<file path="config.mk">
export PLATFORM = sky130hd
export DESIGN_NAME = fetch_unit
export DESIGN_NICKNAME = d
export VERILOG_FILES = /design/src/rtl/fetch_unit_pkg.sv /design/src/rtl/fetch_pc_sel.sv /design/src/rtl/fetch_unit.sv
export SDC_FILE = /design/constraint.sdc
export NUM_CORES = 1
export LEC_CHECK = 0
export ABC_AREA = 1
export CORE_ASPECT_RATIO = 1.75
export CORE_MARGIN = 2
export CORE_UTILIZATION = 40
export CTS_BUF_LIST = sky130_fd_sc_hd__clkbuf_4 sky130_fd_sc_hd__clkbuf_8 sky130_fd_sc_hd__clkbuf_16
export CTS_CLUSTER_SIZE = 40
export DETAILED_ROUTE_END_ITERATION = 10
export GPL_ROUTABILITY_DRIVEN = 0
export MAX_ROUTING_LAYER = met4
export PLACE_DENSITY = 0.83
export SLEW_MARGIN = 40
export SYNTH_ARGS = -nofsm -noshare
export SYNTH_HDL_FRONTEND = slang
export SYNTH_SLANG_ARGS = --single-unit
export TNS_END_PERCENT = 20
</file>
<file path="constraint.sdc">
create_clock -name Clk -period 3.28 [get_ports Clk]
set_input_delay 0.492 -clock Clk [delete_from_list [all_inputs] [get_ports Clk]]
set_output_delay 0.492 -clock Clk [all_outputs]
set_load 0.01 [all_outputs]
</file>
<file path="src/rtl/fetch_unit_pkg.sv">
// Shared fetch-stage definitions: next-PC select codes, FSM states, default NOP word.
// Latency: n/a (declarations only).
// Backpressure: n/a.
package fetch_unit_pkg;

  // addrSel encodings driven by the hazard unit
  localparam logic [1:0] ADDR_PC4    = 2'b00;
  localparam logic [1:0] ADDR_JUMP   = 2'b01;
  localparam logic [1:0] ADDR_BRANCH = 2'b10;
  localparam logic [1:0] ADDR_JR     = 2'b11;

  // sll $0,$0,0
  localparam logic [31:0] NOP_WORD = 32'h0000_0000;

  // REQ : request on the bus, waiting for ack
  // HELD: word buffered locally, bus idle
  // DROP: stale pre-reset request still in flight, its data is discarded
  typedef enum logic [1:0] {
    S_REQ  = 2'b00,
    S_HELD = 2'b01,
    S_DROP = 2'b10
  } fetch_state_e;

endpackage

</file>
<file path="src/rtl/fetch_pc_sel.sv">
// Next-PC mux and PC+4 adder for the fetch stage.
// Latency: combinational.
// Backpressure: none; the caller decides when next_pc is loaded.
// Ports: pc in, addr_sel + three targets in; pc_plus4 and next_pc out.
module fetch_pc_sel import fetch_unit_pkg::*; (
  input  logic [31:0] pc,
  input  logic [1:0]  addr_sel,
  input  logic [31:0] jump_target,
  input  logic [31:0] branch_target,
  input  logic [31:0] jr_target,
  output logic [31:0] pc_plus4,
  output logic [31:0] next_pc
);

  // Wraps modulo 2^32; bits [1:0] pass through unchanged.
  assign pc_plus4 = pc + 32'd4;

  always_comb begin
    next_pc = pc_plus4;
    case (addr_sel)
      ADDR_JUMP:   next_pc = jump_target;
      ADDR_BRANCH: next_pc = branch_target;
      ADDR_JR:     next_pc = jr_target;
      default:     next_pc = pc_plus4;
    endcase
  end

endmodule

</file>
<file path="src/rtl/fetch_unit.sv">
// IF stage: owns the PC, fetches over an imem req/ack handshake, drives IF/ID.
// Latency: word acked while advancing in cycle N is in ID_Instr after edge N; 1 instr/cycle with zero-wait imem.
// Backpressure: FetchStall freezes the core while a wanted word is missing; PC_write=0 parks the word in a hold reg.
// Ports: Clk/Rst; hazard controls PC_write, IF_write, bubble, addrSel + targets;
//        imem_req/imem_addr out, imem_ack/imem_rdata in; FetchStall, IF_PC and IF/ID outputs.
module fetch_unit import fetch_unit_pkg::*; #(
  parameter logic [31:0] RESET_PC  = 32'h0000_0000,
  parameter logic [31:0] NOP_INSTR = NOP_WORD
) (
  input  logic        Clk,
  input  logic        Rst,
  input  logic        PC_write,
  input  logic        IF_write,
  input  logic        bubble,
  input  logic [1:0]  addrSel,
  input  logic [31:0] JumpTarget,
  input  logic [31:0] BranchTarget,
  input  logic [31:0] JrTarget,
  output logic        imem_req,
  output logic [31:0] imem_addr,
  input  logic        imem_ack,
  input  logic [31:0] imem_rdata,
  output logic        FetchStall,
  output logic [31:0] IF_PC,
  output logic [31:0] ID_Instr,
  output logic [31:0] ID_PCPlus4,
  output logic        ID_Valid
);

  fetch_state_e state_q, state_d, rst_state;
  logic [31:0]  pc_q, pc_d;
  logic [31:0]  hold_q, hold_d;
  logic [31:0]  id_instr_q, id_instr_d;
  logic [31:0]  id_pcplus4_q, id_pcplus4_d;
  logic         id_valid_q, id_valid_d;

  logic        avail;
  logic        advance;
  logic        if_id_en;
  logic [31:0] fetch_word;
  logic [31:0] pc_plus4;
  logic [31:0] next_pc;

  fetch_pc_sel u_pc_sel (
    .pc            (pc_q),
    .addr_sel      (addrSel),
    .jump_target   (JumpTarget),
    .branch_target (BranchTarget),
    .jr_target     (JrTarget),
    .pc_plus4      (pc_plus4),
    .next_pc       (next_pc)
  );

  assign avail      = ((state_q == S_REQ) && imem_ack) || (state_q == S_HELD);
  assign advance    = PC_write && avail;
  assign FetchStall = PC_write && !avail;
  assign if_id_en   = IF_write && !FetchStall;
  assign fetch_word = (state_q == S_HELD) ? hold_q : imem_rdata;

  assign imem_req   = (state_q == S_REQ);
  assign imem_addr  = pc_q;
  assign IF_PC      = pc_q;
  assign ID_Instr   = id_instr_q;
  assign ID_PCPlus4 = id_pcplus4_q;
  assign ID_Valid   = id_valid_q;

  // A request left unanswered at reset will still be acked later; DROP swallows
  // that ack so it is not mistaken for the RESET_PC fetch.
  always_comb begin
    rst_state = S_REQ;
    if ((state_q != S_HELD) && !imem_ack) rst_state = S_DROP;
  end

  always_comb begin
    state_d = state_q;
    case (state_q)
      S_REQ:   if (imem_ack && !advance) state_d = S_HELD;
      S_HELD:  if (advance) state_d = S_REQ;
      S_DROP:  if (imem_ack) state_d = S_REQ;
      default: state_d = S_REQ;
    endcase
  end

  always_comb begin
    hold_d = hold_q;
    if ((state_q == S_REQ) && imem_ack && !advance) hold_d = imem_rdata;
  end

  always_comb begin
    pc_d = pc_q;
    if (advance) pc_d = next_pc;
  end

  // A write with no word available (IF_write=1, PC_write=0, avail=0) is a
  // hazard-unit contract violation; it degrades to a squash.
  always_comb begin
    id_instr_d   = id_instr_q;
    id_pcplus4_d = id_pcplus4_q;
    id_valid_d   = id_valid_q;
    if (if_id_en) begin
      if (bubble || !avail) begin
        id_instr_d = NOP_INSTR;
        id_valid_d = 1'b0;
      end else begin
        id_instr_d   = fetch_word;
        id_pcplus4_d = pc_plus4;
        id_valid_d   = 1'b1;
      end
    end
  end

  always_ff @(posedge Clk) begin
    if (Rst) begin
      state_q      <= rst_state;
      pc_q         <= RESET_PC;
      hold_q       <= 32'h0;
      id_instr_q   <= NOP_INSTR;
      id_pcplus4_q <= 32'h0;
      id_valid_q   <= 1'b0;
    end else begin
      state_q      <= state_d;
      pc_q         <= pc_d;
      hold_q       <= hold_d;
      id_instr_q   <= id_instr_d;
      id_pcplus4_q <= id_pcplus4_d;
      id_valid_q   <= id_valid_d;
    end
  end

endmodule

</file>
Word-level counts from Yosys, hierarchy flattened
Cells that the tools add are included.
- $add $sub $neg: 1
- equality and inequality tests: 9
- mux-type cells: 10
- bitwise logic cells: 1
- reductions and logical operators: 16
- operator list (kind ; count):
    32-bit case mux with 3 select lines ; 1
    32-bit 2-to-1 mux ; 2
    32-bit by 3-bit adder with 32-bit output (second input constant) ; 1
    2-bit 2-to-1 mux ; 5
    1-bit logical AND ; 7
    2-bit == test (second input constant) ; 3
    3-bit != test (second input constant) ; 2
    2-bit case mux with 3 select lines ; 1
    2-bit by 1-bit == test with 1-bit output (second input constant) ; 2
    1-bit logical NOT ; 4
    3-bit by 2-bit != test with 1-bit output (second input constant) ; 1
    3-bit AND reduction ; 1
    2-bit logical NOT ; 1
    1-bit logical OR ; 2
    2-bit by 1-bit != test with 1-bit output (second input constant) ; 1
    2-bit AND reduction ; 1
    1-bit 2-to-1 mux ; 1
    1-bit NOT ; 1
- bits in registers: 131
- bits of input ports: 136

Depth between registers and ports, before layout
- word-level depth: 9
- gate-level depth with buffers: 11

Modules after synthesis
Synthesis repeated with hierarchy kept, for this count alone.
- cell total of the unflattened synthesis: 1028
- area, all modules: 6961.7 um^2
- modules (own cells, without submodules) (module ; instances ; cells each ; area an instance (um^2) ; sequential area each (um^2)):
    fetch_unit ; 1 ; 686 ; 5241.3 ; 2642.5
    fetch_pc_sel ; 1 ; 342 ; 1720.4 ; 0.0

Worst setup path before layout
No wires, ideal clock.
- kind: flip-flop to flip-flop
- start point: reg pc_q[2], in the netlist IF_PC[2]
- end point: reg id_pcplus4_q[24], in the netlist ID_PCPlus4[24]
- data arrival time: 1456 ps
- path slack: 1709 ps
- stages on the path, launching flop included: 11
- buffers on the path: 0
- clock period less this slack: 1571 ps
- path through: dfxtp_1 ha_1 nand3_2 nor2_4 inv_2 nor2_4 nand2_1 nand2_1 nand2_1 o21ai_0 inv_1
- cells in the longest elaborated chain, start to end: 1
- ends and longest elaborated chain (what ; RTL line ; text):
    start, declared ; fetch_unit.sv:31 ; logic [31:0] pc_q, pc_d;
    start signal, assigned ; fetch_unit.sv:122 ; pc_q <= pc_d;
    32-bit by 3-bit adder with 32-bit output ; fetch_pc_sel.sv:16 ; assign pc_plus4 = pc + 32'd4;
    end signal, assigned ; fetch_unit.sv:125 ; id_pcplus4_q <= id_pcplus4_d;
    end, declared ; fetch_unit.sv:34 ; logic [31:0] id_pcplus4_q, id_pcplus4_d;
Every way passes these cells.
A chain may end at the register's enable or synchronous reset.

Worst setup path after layout
- start point: in imem_ack
- end point: out FetchStall
- cells in the longest elaborated chain, start to end: 4
- ends and longest elaborated chain (what ; RTL line ; text):
    start, declared ; fetch_unit.sv:21 ; input logic imem_ack,
    1-bit logical AND ; fetch_unit.sv:54 ; assign avail = ((state_q == S_REQ) && imem_ack) || (state_q == S_HELD);
    1-bit logical OR ; fetch_unit.sv:54 ;
    1-bit logical NOT ; fetch_unit.sv:56 ; assign FetchStall = PC_write && !avail;
    1-bit logical AND ; fetch_unit.sv:56 ;
    end, declared ; fetch_unit.sv:23 ; output logic FetchStall,
Every way passes these cells.

==> flow_summary.json <==
{
  "fillers": 1580,
  "hold_buffers": 0,
  "setup_violations": 0,
  "synth_common_cells": "nand2_1, dfxtp_1, nor2_1, o21ai_0, a21oi_1",
  "grt_max_degree": 74,
  "status": "finished, final reports clean",
  "p_comb_share_pct": 23.5,
  "synth.area.mux_share_pct": 0,
  "synth_cell_type_count": 42,
  "dp_hpwl_mm": 17.4,
  "io_buffers": 266,
  "core_um2": 17300,
  "die_area_um2": 18600,
  "via_count": 7653,
  "avgSynthCellArea_um2": 6.57,
  "synth_edf_count": 2,
  "grt_first_pass_wirelength_mm": 37.2,
  "timing.fmax_ghz": 0.407,
  "p_clk_share_pct": 38.2,
  "yosysSeqAreaShare_pct": 37.8,
  "crit_top_cell": "clkdlybuf4s50_1",
  "antenna_found_initial": 1,
  "rsz0062_at_grt": "no",
  "path_class": "in2out",
  "p_per_area_nw_per_um2": 486,
  "die_width_um": 104,
  "max-clock-path-buffers": 2,
  "seqPwrFrac_pct": 38.3,
  "via_per_inst": 5.05,
  "post-cts-setup-buffers": 0,
  "die_h_um": 179,
  "syn_nets": 1200,
  "slew_violations": 0,
  "tritoncts": "yes",
  "cp_data_required_time_ns": 2.79,
  "ir_worst_vdd_mv": 0.286,
  "htreeDepth": 4,
  "synth-xor-area-share_pct": 1.25,
  "critPathTopFamily": "buffers and inverters",
  "cp_slowest_cell": "clkdlybuf4s50_1",
  "drive_gt1_share_pct": 6.00,
  "post-route-period-util_pct": 74.8,
  "p_leak_nw": 4.22,
  "dr.pass1.iters": 5,
  "clock_latency_ns": 0.42,
  "intPower_mw": 3.38,
  "arrival_ns": 1.96,
  "tns_ns": 0,
  "min_path_type": "reg2reg",
  "start_kind": "input port",
  "synth-simple-area-share_pct": 31.5,
  "synthFlopType": "dfxtp_1",
  "drc_errors": 0,
  "path_clk_slew_ns": 0.06,
  "track_usage_pct": 25.9,
  "overflow": 0,
  "netlist_instances": 1063,
  "p_total_mw": 4.91,
  "rows": 64,
  "io_pins": 267,
  "synth-compound-area-share_pct": 17.2,
  "ys_warn_count": 0,
  "yosysTopAreaCellShare_pct": 36.9,
  "finalHoldViolations": 0,
  "yosys_register_bits": 131,
  "initial_core_util_pct": 40.4,
  "drt_iter0_markers": 328,
  "syn_area_um2": 6990,
  "routed_wl_mm": 23.7,
  "switching_power_mw": 1.52,
  "crit_chain": "clkdlybuf4s50_1, o21bai_2, inv_1, nor2_1, clkdlybuf4s50_1",
  "grt_pass1_vias": 7338,
  "cp_max_fo": 4,
  "cts_sinks": 131,
  "switching_share_pct": 31.0,
  "wl_per_cell_um": 15.7,
  "synth_top_family_by_area": "simple AND/OR/NAND/NOR gates",
  "worstPathBufferInverterCount": 3,
  "yosysMostFrequentCell": "nand2_1",
  "relSlewSlack_pct": 47.4,
  "cp-end-kind": "output port",
  "fin_crit_ns": 2.45,
  "crit_path_max_incr_delay_ns": 0.54,
  "cts_buffers": 17,
  "skew_ns": 0.0117,
  "finalNetCount": 1407,
  "yosysTopAreaCell": "dfxtp_1",
  "root_buffer": "clkbuf_16",
  "cts_resized": 0,
  "async_flop_share_pct": 0,
  "drv_cap": 0,
  "synth_area_leaders": "dfxtp_1, nand2_1, nor2_1",
  "synth_fa_ha_area_share_pct": 0.179,
  "tightest_slew_ns": 0.784,
  "drtAntennaViolNets": 0,
  "syn2layout_area_growth_pct": 44.5
}
==> layer usage <==
metal,global-route usage (%),up-vias,routed length [µm]
li1,-,3782,-
met1,27.2,3477,8820
met2,46.2,326,12500
met3,3.74,68,1270
met4,15.0,0,1120
met5,-,-,0
==> final timing paths <==
| kind | startpoint | end | slack [ns] | depth (start not counted) |
|---|---|---|---|---|
| min reg2reg | hold_q[30] | hold_q[30] | 0.45 | 2 |
| max reg2reg | state_q[1] | ID_Instr[26] | 1.19 | 5 |
| min | hold_q[30] | hold_q[30] | 0.45 | 2 |
| max | imem_ack | FetchStall | 0.83 | 5 |
==> power by group through the flow <==
stage	combinational (mW)	clock, mW	sequential, mW
floorplan	0.588	0	1.91
global placement	1.13	0	1.90
detailed placement	1.15	0	1.91
CTS	1.16	1.90	1.87
global route	1.26	1.97	1.89
finish	1.15	1.88	1.88
==> state kept, by name, indices dropped and copies added, names as in the netlist <==
register,cells
ID_Instr,32
IF_PC,32
ID_PCPlus4,32
state_q,2
ID_Valid,1
hold_q,32
==> cells by family after synthesis <==
logic type               Yosys count
AND/OR/NAND/NOR                  529
AO/OA/AOI/OAI                    217
buffers and inverters            175
flip-flops                       131
XOR/XNOR                          10
adder cells (fa/ha/maj)            1
==> cell type report <==
cell class | count | area, µm² | share of cell area (%)
Multi-Input combinational cell | 757 | 3510 | 34.8
Timing Repair Buffer | 278 | 2750 | 27.2
Sequential cell | 131 | 2640 | 26.2
Clock buffer | 18 | 439 | 4.35
Inverter | 85 | 319 | 3.16
Tap cell | 231 | 289 | 2.86
Clock inverter | 14 | 143 | 1.41
Antenna cell | 2 | 5.00 | 0.0496
==> cell usage in the layout (no fill, tap or decap), types with 7 or more instances in the layout <==
master,Yosys,routed
clkdlybuf4s50_1,0,265
nand2_1,337,337
buf_4,38,12
nor2_4,10,11
nand3b_1,9,9
dfxtp_1,129,129
a22o_1,7,7
a21oi_1,84,84
clkbuf_16,0,17
o21ai_0,90,90
a211oi_1,14,14
xor2_1,8,8
nand3_1,28,28
inv_1,78,77
nor2_1,127,124
==> worst reg2reg max path: stages (launching register included) <==
cell and delay [ns]:
edfxtp_1 0.45, nor2_4 0.55, inv_2 0.48, o21ai_0 0.32
nand2_1 0.07, a21oi_1 0.16
==> metrics by stage <==
step	hold slack (ns)	std cells	cell area [µm²]	util, %	setup slack (ns)
after floorplan	0.425	1063	6990	-	1.71
after global placement	0.434	1482	9510	55.0	0.864
after detailed placement	0.444	1482	9510	55.0	0.835
after CTS	0.453	1514	10100	58.4	0.834
after global routing	0.481	1515	10100	58.4	0.729
final	0.449	1516	10100	58.4	0.826
Power figures use the tool's default switching activity.
